<file path="src/rtl/pipe_ctrl_stage_if.sv">
// Bundle of control/data pipeline signals between an upstream driver and one
// inter-stage register block.
interface pipe_ctrl_stage_if #(
    parameter int CTRL_W = 7,
    parameter int DATA_W = 32,
    parameter int STAGES = 1,
    parameter int CNT_W  = 16
);
    localparam int OCC_W = $clog2(STAGES + 1);

    logic              stall;
    logic              flush;
    logic              clr_cnt;
    logic              valid_in;
    logic [CTRL_W-1:0] ctrl_in;
    logic [DATA_W-1:0] data_in;
    logic              valid_out;
    logic [CTRL_W-1:0] ctrl_out;
    logic [DATA_W-1:0] data_out;
    logic [OCC_W-1:0]  occupancy;
    logic [CNT_W-1:0]  stall_cnt;

    modport master (
        output stall, flush, clr_cnt, valid_in, ctrl_in, data_in,
        input  valid_out, ctrl_out, data_out, occupancy, stall_cnt
    );

    modport slave (
        input  stall, flush, clr_cnt, valid_in, ctrl_in, data_in,
        output valid_out, ctrl_out, data_out, occupancy, stall_cnt
    );
endinterface

</file>
<file path="src/rtl/pipe_ctrl_stage.sv">
// Inter-stage pipeline register with valid bits, stall/flush, bubble scrubbing
// of the control bundle, occupancy count and a saturating stall counter.
module pipe_ctrl_stage #(
    parameter int                CTRL_W      = 7,
    parameter int                DATA_W      = 32,
    parameter int                STAGES      = 1,
    parameter logic [CTRL_W-1:0] BUBBLE_CTRL = '0,
    parameter int                CNT_W       = 16
) (
    input logic clk,
    input logic rst,
    pipe_ctrl_stage_if.slave bus
);
    localparam int OCC_W = $clog2(STAGES + 1);

    logic [STAGES-1:0]             vldPipe, vldNext;
    logic [STAGES-1:0][CTRL_W-1:0] ctrlPipe, ctrlNext;
    logic [STAGES-1:0][DATA_W-1:0] dataPipe, dataNext;
    logic [OCC_W-1:0]              occQ, occNext;
    logic [CNT_W-1:0]              stallCnt;

    // Invalid slots always carry BUBBLE_CTRL/0 so a squashed entry can never
    // assert RegWEn/MemRW downstream, and X on unused inputs never enters.
    always_comb begin
        vldNext  = vldPipe;
        ctrlNext = ctrlPipe;
        dataNext = dataPipe;
        if (bus.flush) begin
            vldNext = '0;
            dataNext = '0;
            for (int i = 0; i < STAGES; i++) ctrlNext[i] = BUBBLE_CTRL;
        end else if (!bus.stall) begin
            vldNext[0]  = bus.valid_in;
            ctrlNext[0] = bus.valid_in ? bus.ctrl_in : BUBBLE_CTRL;
            dataNext[0] = bus.valid_in ? bus.data_in : '0;
            for (int i = 1; i < STAGES; i++) begin
                vldNext[i]  = vldPipe[i-1];
                ctrlNext[i] = ctrlPipe[i-1];
                dataNext[i] = dataPipe[i-1];
            end
        end
    end

    always_comb begin
        occNext = '0;
        for (int i = 0; i < STAGES; i++) occNext = occNext + OCC_W'(vldNext[i]);
    end

    always_ff @(posedge clk) begin
        if (rst) begin
            vldPipe  <= '0;
            dataPipe <= '0;
            occQ     <= '0;
            for (int i = 0; i < STAGES; i++) ctrlPipe[i] <= BUBBLE_CTRL;
        end else begin
            vldPipe  <= vldNext;
            ctrlPipe <= ctrlNext;
            dataPipe <= dataNext;
            occQ     <= occNext;
        end
    end

    always_ff @(posedge clk) begin
        if (rst || bus.clr_cnt)
            stallCnt <= '0;
        else if (bus.stall && !bus.flush && stallCnt != {CNT_W{1'b1}})
            stallCnt <= stallCnt + CNT_W'(1);
    end

    assign bus.valid_out = vldPipe[STAGES-1];
    assign bus.ctrl_out  = ctrlPipe[STAGES-1];
    assign bus.data_out  = dataPipe[STAGES-1];
    assign bus.occupancy = occQ;
    assign bus.stall_cnt = stallCnt;
endmodule
</file>
<file path="src/flat_wrapper.sv">
// flat-port wrapper written by rule: the top's interface ports become plain ports
module pipe_ctrl_stage_flat 
#(
    parameter int                CTRL_W      = 7,
    parameter int                DATA_W      = 32,
    parameter int                STAGES      = 1,
    parameter logic [CTRL_W-1:0] BUBBLE_CTRL = '0,
    parameter int                CNT_W       = 16
)
  (clk, rst, bus_stall, bus_flush, bus_clr_cnt, bus_valid_in, bus_ctrl_in, bus_data_in, bus_valid_out, bus_ctrl_out, bus_data_out, bus_occupancy, bus_stall_cnt);
  pipe_ctrl_stage_if #(.CTRL_W(CTRL_W), .DATA_W(DATA_W), .STAGES(STAGES), .CNT_W(CNT_W)) bus_i ();
  input logic clk;
  input logic rst;
  input wire logic [$bits(bus_i.stall)-1:0] bus_stall;
  input wire logic [$bits(bus_i.flush)-1:0] bus_flush;
  input wire logic [$bits(bus_i.clr_cnt)-1:0] bus_clr_cnt;
  input wire logic [$bits(bus_i.valid_in)-1:0] bus_valid_in;
  input wire logic [$bits(bus_i.ctrl_in)-1:0] bus_ctrl_in;
  input wire logic [$bits(bus_i.data_in)-1:0] bus_data_in;
  output wire logic [$bits(bus_i.valid_out)-1:0] bus_valid_out;
  output wire logic [$bits(bus_i.ctrl_out)-1:0] bus_ctrl_out;
  output wire logic [$bits(bus_i.data_out)-1:0] bus_data_out;
  output wire logic [$bits(bus_i.occupancy)-1:0] bus_occupancy;
  output wire logic [$bits(bus_i.stall_cnt)-1:0] bus_stall_cnt;
  assign bus_i.stall = bus_stall;
  assign bus_i.flush = bus_flush;
  assign bus_i.clr_cnt = bus_clr_cnt;
  assign bus_i.valid_in = bus_valid_in;
  assign bus_i.ctrl_in = bus_ctrl_in;
  assign bus_i.data_in = bus_data_in;
  assign bus_valid_out = bus_i.valid_out;
  assign bus_ctrl_out = bus_i.ctrl_out;
  assign bus_data_out = bus_i.data_out;
  assign bus_occupancy = bus_i.occupancy;
  assign bus_stall_cnt = bus_i.stall_cnt;
  pipe_ctrl_stage #(.CTRL_W(CTRL_W), .DATA_W(DATA_W), .STAGES(STAGES), .BUBBLE_CTRL(BUBBLE_CTRL), .CNT_W(CNT_W)) u_core (.clk(clk), .rst(rst), .bus(bus_i));
endmodule
</file>
<file path="config.mk">
export PLATFORM = sky130hd
export DESIGN_NAME = pipe_ctrl_stage_flat
export DESIGN_NICKNAME = d
export VERILOG_FILES = /design/src/rtl/pipe_ctrl_stage_if.sv /design/src/rtl/pipe_ctrl_stage.sv /design/src/flat_wrapper.sv
export SDC_FILE = /design/constraint.sdc
export NUM_CORES = 1
export LEC_CHECK = 0
export ABC_AREA = 1
export CORE_MARGIN = 2
export CORE_UTILIZATION = 25
export DETAILED_ROUTE_END_ITERATION = 8
export GPL_TIMING_DRIVEN = 0
export HOLD_SLACK_MARGIN = 0.02
export PLACE_DENSITY_LB_ADDON = 0.15
export SLEW_MARGIN = 30
export SYNTH_ARGS = -nofsm -noshare
export SYNTH_HDL_FRONTEND = slang
export SYNTH_SLANG_ARGS = --single-unit
</file>
<file path="constraint.sdc">
create_clock -name clk -period 2.85 [get_ports clk]
set_input_delay 0.285 -clock clk [delete_from_list [all_inputs] [get_ports clk]]
set_output_delay 0.285 -clock clk [all_outputs]
set_load 0.1 [all_outputs]
</file>
---- Yosys cells after proc, flatten, opt, wreduce, memory -nomap -nowiden ----
Cells that the tools add are included.
storage, ports and cells
  register bits ........................... 56
  bits of input ports ..................... 45
  output and inout port bits .............. 57
  word-level logic and storage cells ...... 14
operators by class
  $add $sub $neg .......................... 1
  equal/unequal tests ..................... 1
  multiplexer cells ....................... 3
  reductions and logical operators ........ 5
operators by type and width
  kind                                                              number
  32-bit 2-to-1 mux                                                 1
  16-bit by 1-bit adder with 16-bit output (second input constant)  1
  16-bit inequality test (second input constant)                    1
  7-bit 2-to-1 mux                                                  1
  1-bit logical AND                                                 2
  2-bit OR reduction                                                1
  1-bit logical NOT                                                 1
  1-bit logical OR                                                  1
  1-bit 2-to-1 mux                                                  1

---- Logic depth before layout (Yosys ltp) ----
  depth in word-level cells ............... 3
  mapped depth ............................ 9

---- Worst setup path before layout ----
Ideal clock, no wire load.
  kind .................................... register to register
  from .................................... register u_core.stallCnt[0], in the netlist u_core.bus.stall_cnt[0]
  to ...................................... register u_core.stallCnt[14], in the netlist u_core.bus.stall_cnt[14]
  library setup time ...................... 0.119 ns
  arrival ................................. 2.055 ns
  required time ........................... 2.731 ns
  slack ................................... 0.676 ns
  stages on the path, launching flop included .. 9
  path buffers ............................ 0
  clock period less this slack ............ 2.174 ns
  cells stage by stage .................... dfxtp_1 ha_1 nand3_2 nor2_2 nand2_1 nor2_1 nand3_2 nand2_1 nor2_1
between the ends
  longest elaborated chain between the ends .. 2
RTL lines
  element                                                                                           line                   RTL
  start, declared                                                                                   pipe_ctrl_stage.sv:20  logic [CNT_W-1:0] stallCnt;
  start signal, assigned                                                                            pipe_ctrl_stage.sv:67  stallCnt <= stallCnt + CNT_W'(1);
  parallel branches: the longest is 2 deep, another holds 16-bit by 1-bit adder with 16-bit output  n/a
Parallel ways; which one is timed is not known.
A chain may end at the register's enable or synchronous reset.

---- Worst setup path after layout ----
  from .................................... register u_core.stallCnt[5], in the netlist u_core.bus.stall_cnt[5]
  to ...................................... output bus_stall_cnt[5]
RTL lines
  element        line                RTL
  end, declared  flat_wrapper.sv:24  output wire logic [$bits(bus_i.stall_cnt)-1:0] bus_stall_cnt;
No word-level cell between the ends.

==> run metrics <==
outcome=complete, no violations; first-pass GRT wire length=11200 um; area grow syn2layout=52.2%; vias in the first global route=2415; Fin Setup TNS=0 ns; cts repair resizes=0; htree depth=2; root buf cell=clkbuf_8; Met1 Routed Length=2930 um; Core Area=9280 um^2; post-synth top area share=46.8%; Leak=1.29 nW; flip-flop and latch count after synthesis=56; register-to-register setup slack=1.33 ns; Crit Path Category=flip-flop to primary output; Bufs on Longest Clock Path=2; Place WS=0.923 ns; WL/cell=11.7 um; Synth cell types=24; drt total wl=6690 um; Hold Crit Class=input port to flip-flop; hold buffer count at CTS=0; family with the most delay on the worst path=buffers and inverters; share of layout cells above drive strength 1=8.09%; Relative slew margins=33.0%; DRC=0; Fin. Hold Viols=0; worst r2r dst=u_core.bus.stall_cnt[14]$_SDFFE_PP0P_; metal3 WL=628 um; ratio of total power to cell area=411 nW/um^2; CTS tree=built; row count=35; IO buf count=100; routability cong.=0.792; count of final max-slew check failures=0; CP max stage cell=clkdlybuf4s50_1; Post-Syn Nets=383; Max Cap Viol=0; Remaining Overflow, GRT=0; Worst Hold Launch=bus_stall; Nets=490; worst-path cell chain=clkdlybuf4s50_1; Setup crit start kind=flip-flop; Arrival @ worst endpoint=1.98 ns; Cells after Synth=337; TritonCTS Sinks=56; Top Metal Used=met4; Final HPWL DP=5140 um; RSZ-0062 raised after global routing=no; fillcell total=1013; met2 wire len=3100 um; Worst Hold Depth=4; worst-margin pin slew=1.00 ns; Worst Path Required=2.57 ns; worst stage delay on the critical path=1.20 ns; post-route setup slack=0.581 ns; # diodes=0; clock transition at the registers of the reported paths=0.11 ns; Setup-failing EPs final=0; drt first pass iters=5; FF-to-FF path depth=8; Clock Skew=0.0115 ns; DIE AREA=10400 um^2; Min-Delay Endpoint=u_core.bus.occupancy$_SDFFE_PP0N_; Clk Latency, worst-skew pair=0.31 ns; RR Startpoint=u_core.bus.stall_cnt[0]$_SDFFE_PP0P_; top cell type by total area after synthesis=dfxtp_1; DR vias/cell=4.21; register area share after synthesis=46.8%; Iter 0 DRT Violations=82; Max VDD drop=0.187 mV; Setup crit end kind=primary output; gr usage total=13.5%; Yosys warning count=0; Synth Cell Area=2390 um^2; post-route minimum period=2.27 ns; # Post-CTS Setup Buffers=0; routed vias=2414; number of placed I/O pins=102; Buf+Inv Stages, Crit Path=1; CP max FO=6; initial antenna violation count=0; Synth area leaders=dfxtp_1 47%, nand2_1 19%, a21oi_1 10%; fmax=441 MHz; largest net degree at the start of global routing=19; die width=102 um; Die H=102 um; Tcrit/Tclk final=79.6%; clock buffer count from CTS=5; Routed Antenna Nets=0; Mean Syn Cell Area=7.10 um^2; Initial Util=25.8%
[report_power, final]
group          internal (mW)  switching (mW)
Sequential             0.795         0.00700
Combinational         0.0928           0.155
Clock                  0.177           0.272
[registers in the layout (all words and copies together) (netlist names)]
signal and cells:
u_core.bus.occupancy 1, u_core.bus.ctrl_out 7, u_core.bus.stall_cnt 16, u_core.bus.data_out 32
[cell type report]
class / count / area (um^2) / share of cell area (%)
well taps: 129 / 161 / 4.43
multi-input cells: 245 / 1110 / 30.4
clock buffers: 5 / 68.8 / 1.89
repair buffers: 100 / 996 / 27.3
plain buffers: 17 / 93.8 / 2.58
clock inverters: 3 / 22.5 / 0.618
flip-flops and latches: 56 / 1120 / 30.8
inverters: 19 / 71.3 / 1.96
[cells in the final DEF (no fill, tap or decap)]
cell type and count:
nand2_4 1, inv_6 1, or2_2 1, nand3_1 13
a21oi_1 49, xor2_1 1, buf_4 4, nand4_1 1
inv_2 3, clkbuf_1 10, nor2_4 3, clkinv_2 1
nor2_2 3, dfxtp_1 56, o21ai_0 3, nand2_2 5
buf_1 1, nand3_2 4, clkdlybuf4s50_1 99, clkbuf_8 5
buf_2 1, ha_1 1, and3_1 1, nand2_1 121
nand4_2 1, nor2_1 36, nor3_1 1, buf_6 2
inv_1 16, clkinv_4 1
[tightest hold or removal path: stages]
cell and delay, ns:
buf_4 0.13, inv_1 0.04, nand2_1 0.08, a21oi_1 0.07
[cells by family (layout without fill, tap and decap cells)]
group                    after synthesis  after routing  synth area share [%]
AO/OA/AOI/OAI                         52             52                  10.9
XOR/XNOR                               1              1                 0.366
AND/OR/NAND/NOR                      191            191                  34.5
flip-flops                            56             56                  46.8
buffers and inverters                 36            144                  6.90
adder cells (fa/ha/maj)                1              1                 0.523
[per-layer routing]
metal / vias up / global-route usage [%]
met4: 0 / 3.28
met3: 4 / 6.09
met2: 75 / 22.0
li1: 1273 / -
met5: - / 0
met1: 1062 / 16.2
[cell usage after synthesis]
library cell and n:
and3_1 1, a21oi_1 49, or2_2 1, o21ai_0 3
xor2_1 1, buf_6 2, ha_1 1, clkbuf_1 10
nor3_1 1, nand4_2 1, nor2_4 3, inv_2 3
nand2_2 5, nand2_1 121, nor2_2 3, nand4_1 1
buf_4 4, buf_1 1, dfxtp_1 56, nand2_4 1
nand3_1 13, inv_1 16, nor2_1 36, nand3_2 4
[how the worst max path moves through the flow]
stage / from / to / slack (ns) / cells after the start
3_5_place_dp: u_core.bus.stall_cnt[10]$_SDFFE_PP0P_ / bus_stall_cnt[10] / 0.92 / 1
5_1_grt: u_core.bus.stall_cnt[9]$_SDFFE_PP0P_ / bus_stall_cnt[9] / 0.51 / 1
3_3_place_gp: u_core.bus.stall_cnt[5]$_SDFFE_PP0P_ / bus_stall_cnt[5] / 0.92 / 1
2_1_floorplan: u_core.bus.stall_cnt[0]$_SDFFE_PP0P_ / u_core.bus.stall_cnt[14]$_SDFFE_PP0P_ / 0.68 / 8
4_1_cts: u_core.bus.stall_cnt[5]$_SDFFE_PP0P_ / bus_stall_cnt[5] / 0.57 / 1
6_report: u_core.bus.stall_cnt[5]$_SDFFE_PP0P_ / bus_stall_cnt[5] / 0.58 / 1
[through the flow]
stage / hold WS, ns / total power [mW] / instances / area, um^2 / util, %
floorplan: 0.428 / 0.968 / 337 / 2390 / -
global placement: 0.450 / 1.07 / 566 / 3560 / 38.3
detailed placement: 0.455 / 1.07 / 566 / 3560 / 38.3
CTS: 0.331 / 1.54 / 574 / 3650 / 39.3
global route: 0.365 / 1.58 / 574 / 3640 / 39.2
finish: 0.342 / 1.50 / 574 / 3640 / 39.2
No activity file was read; power rests on OpenSTA's default activity.
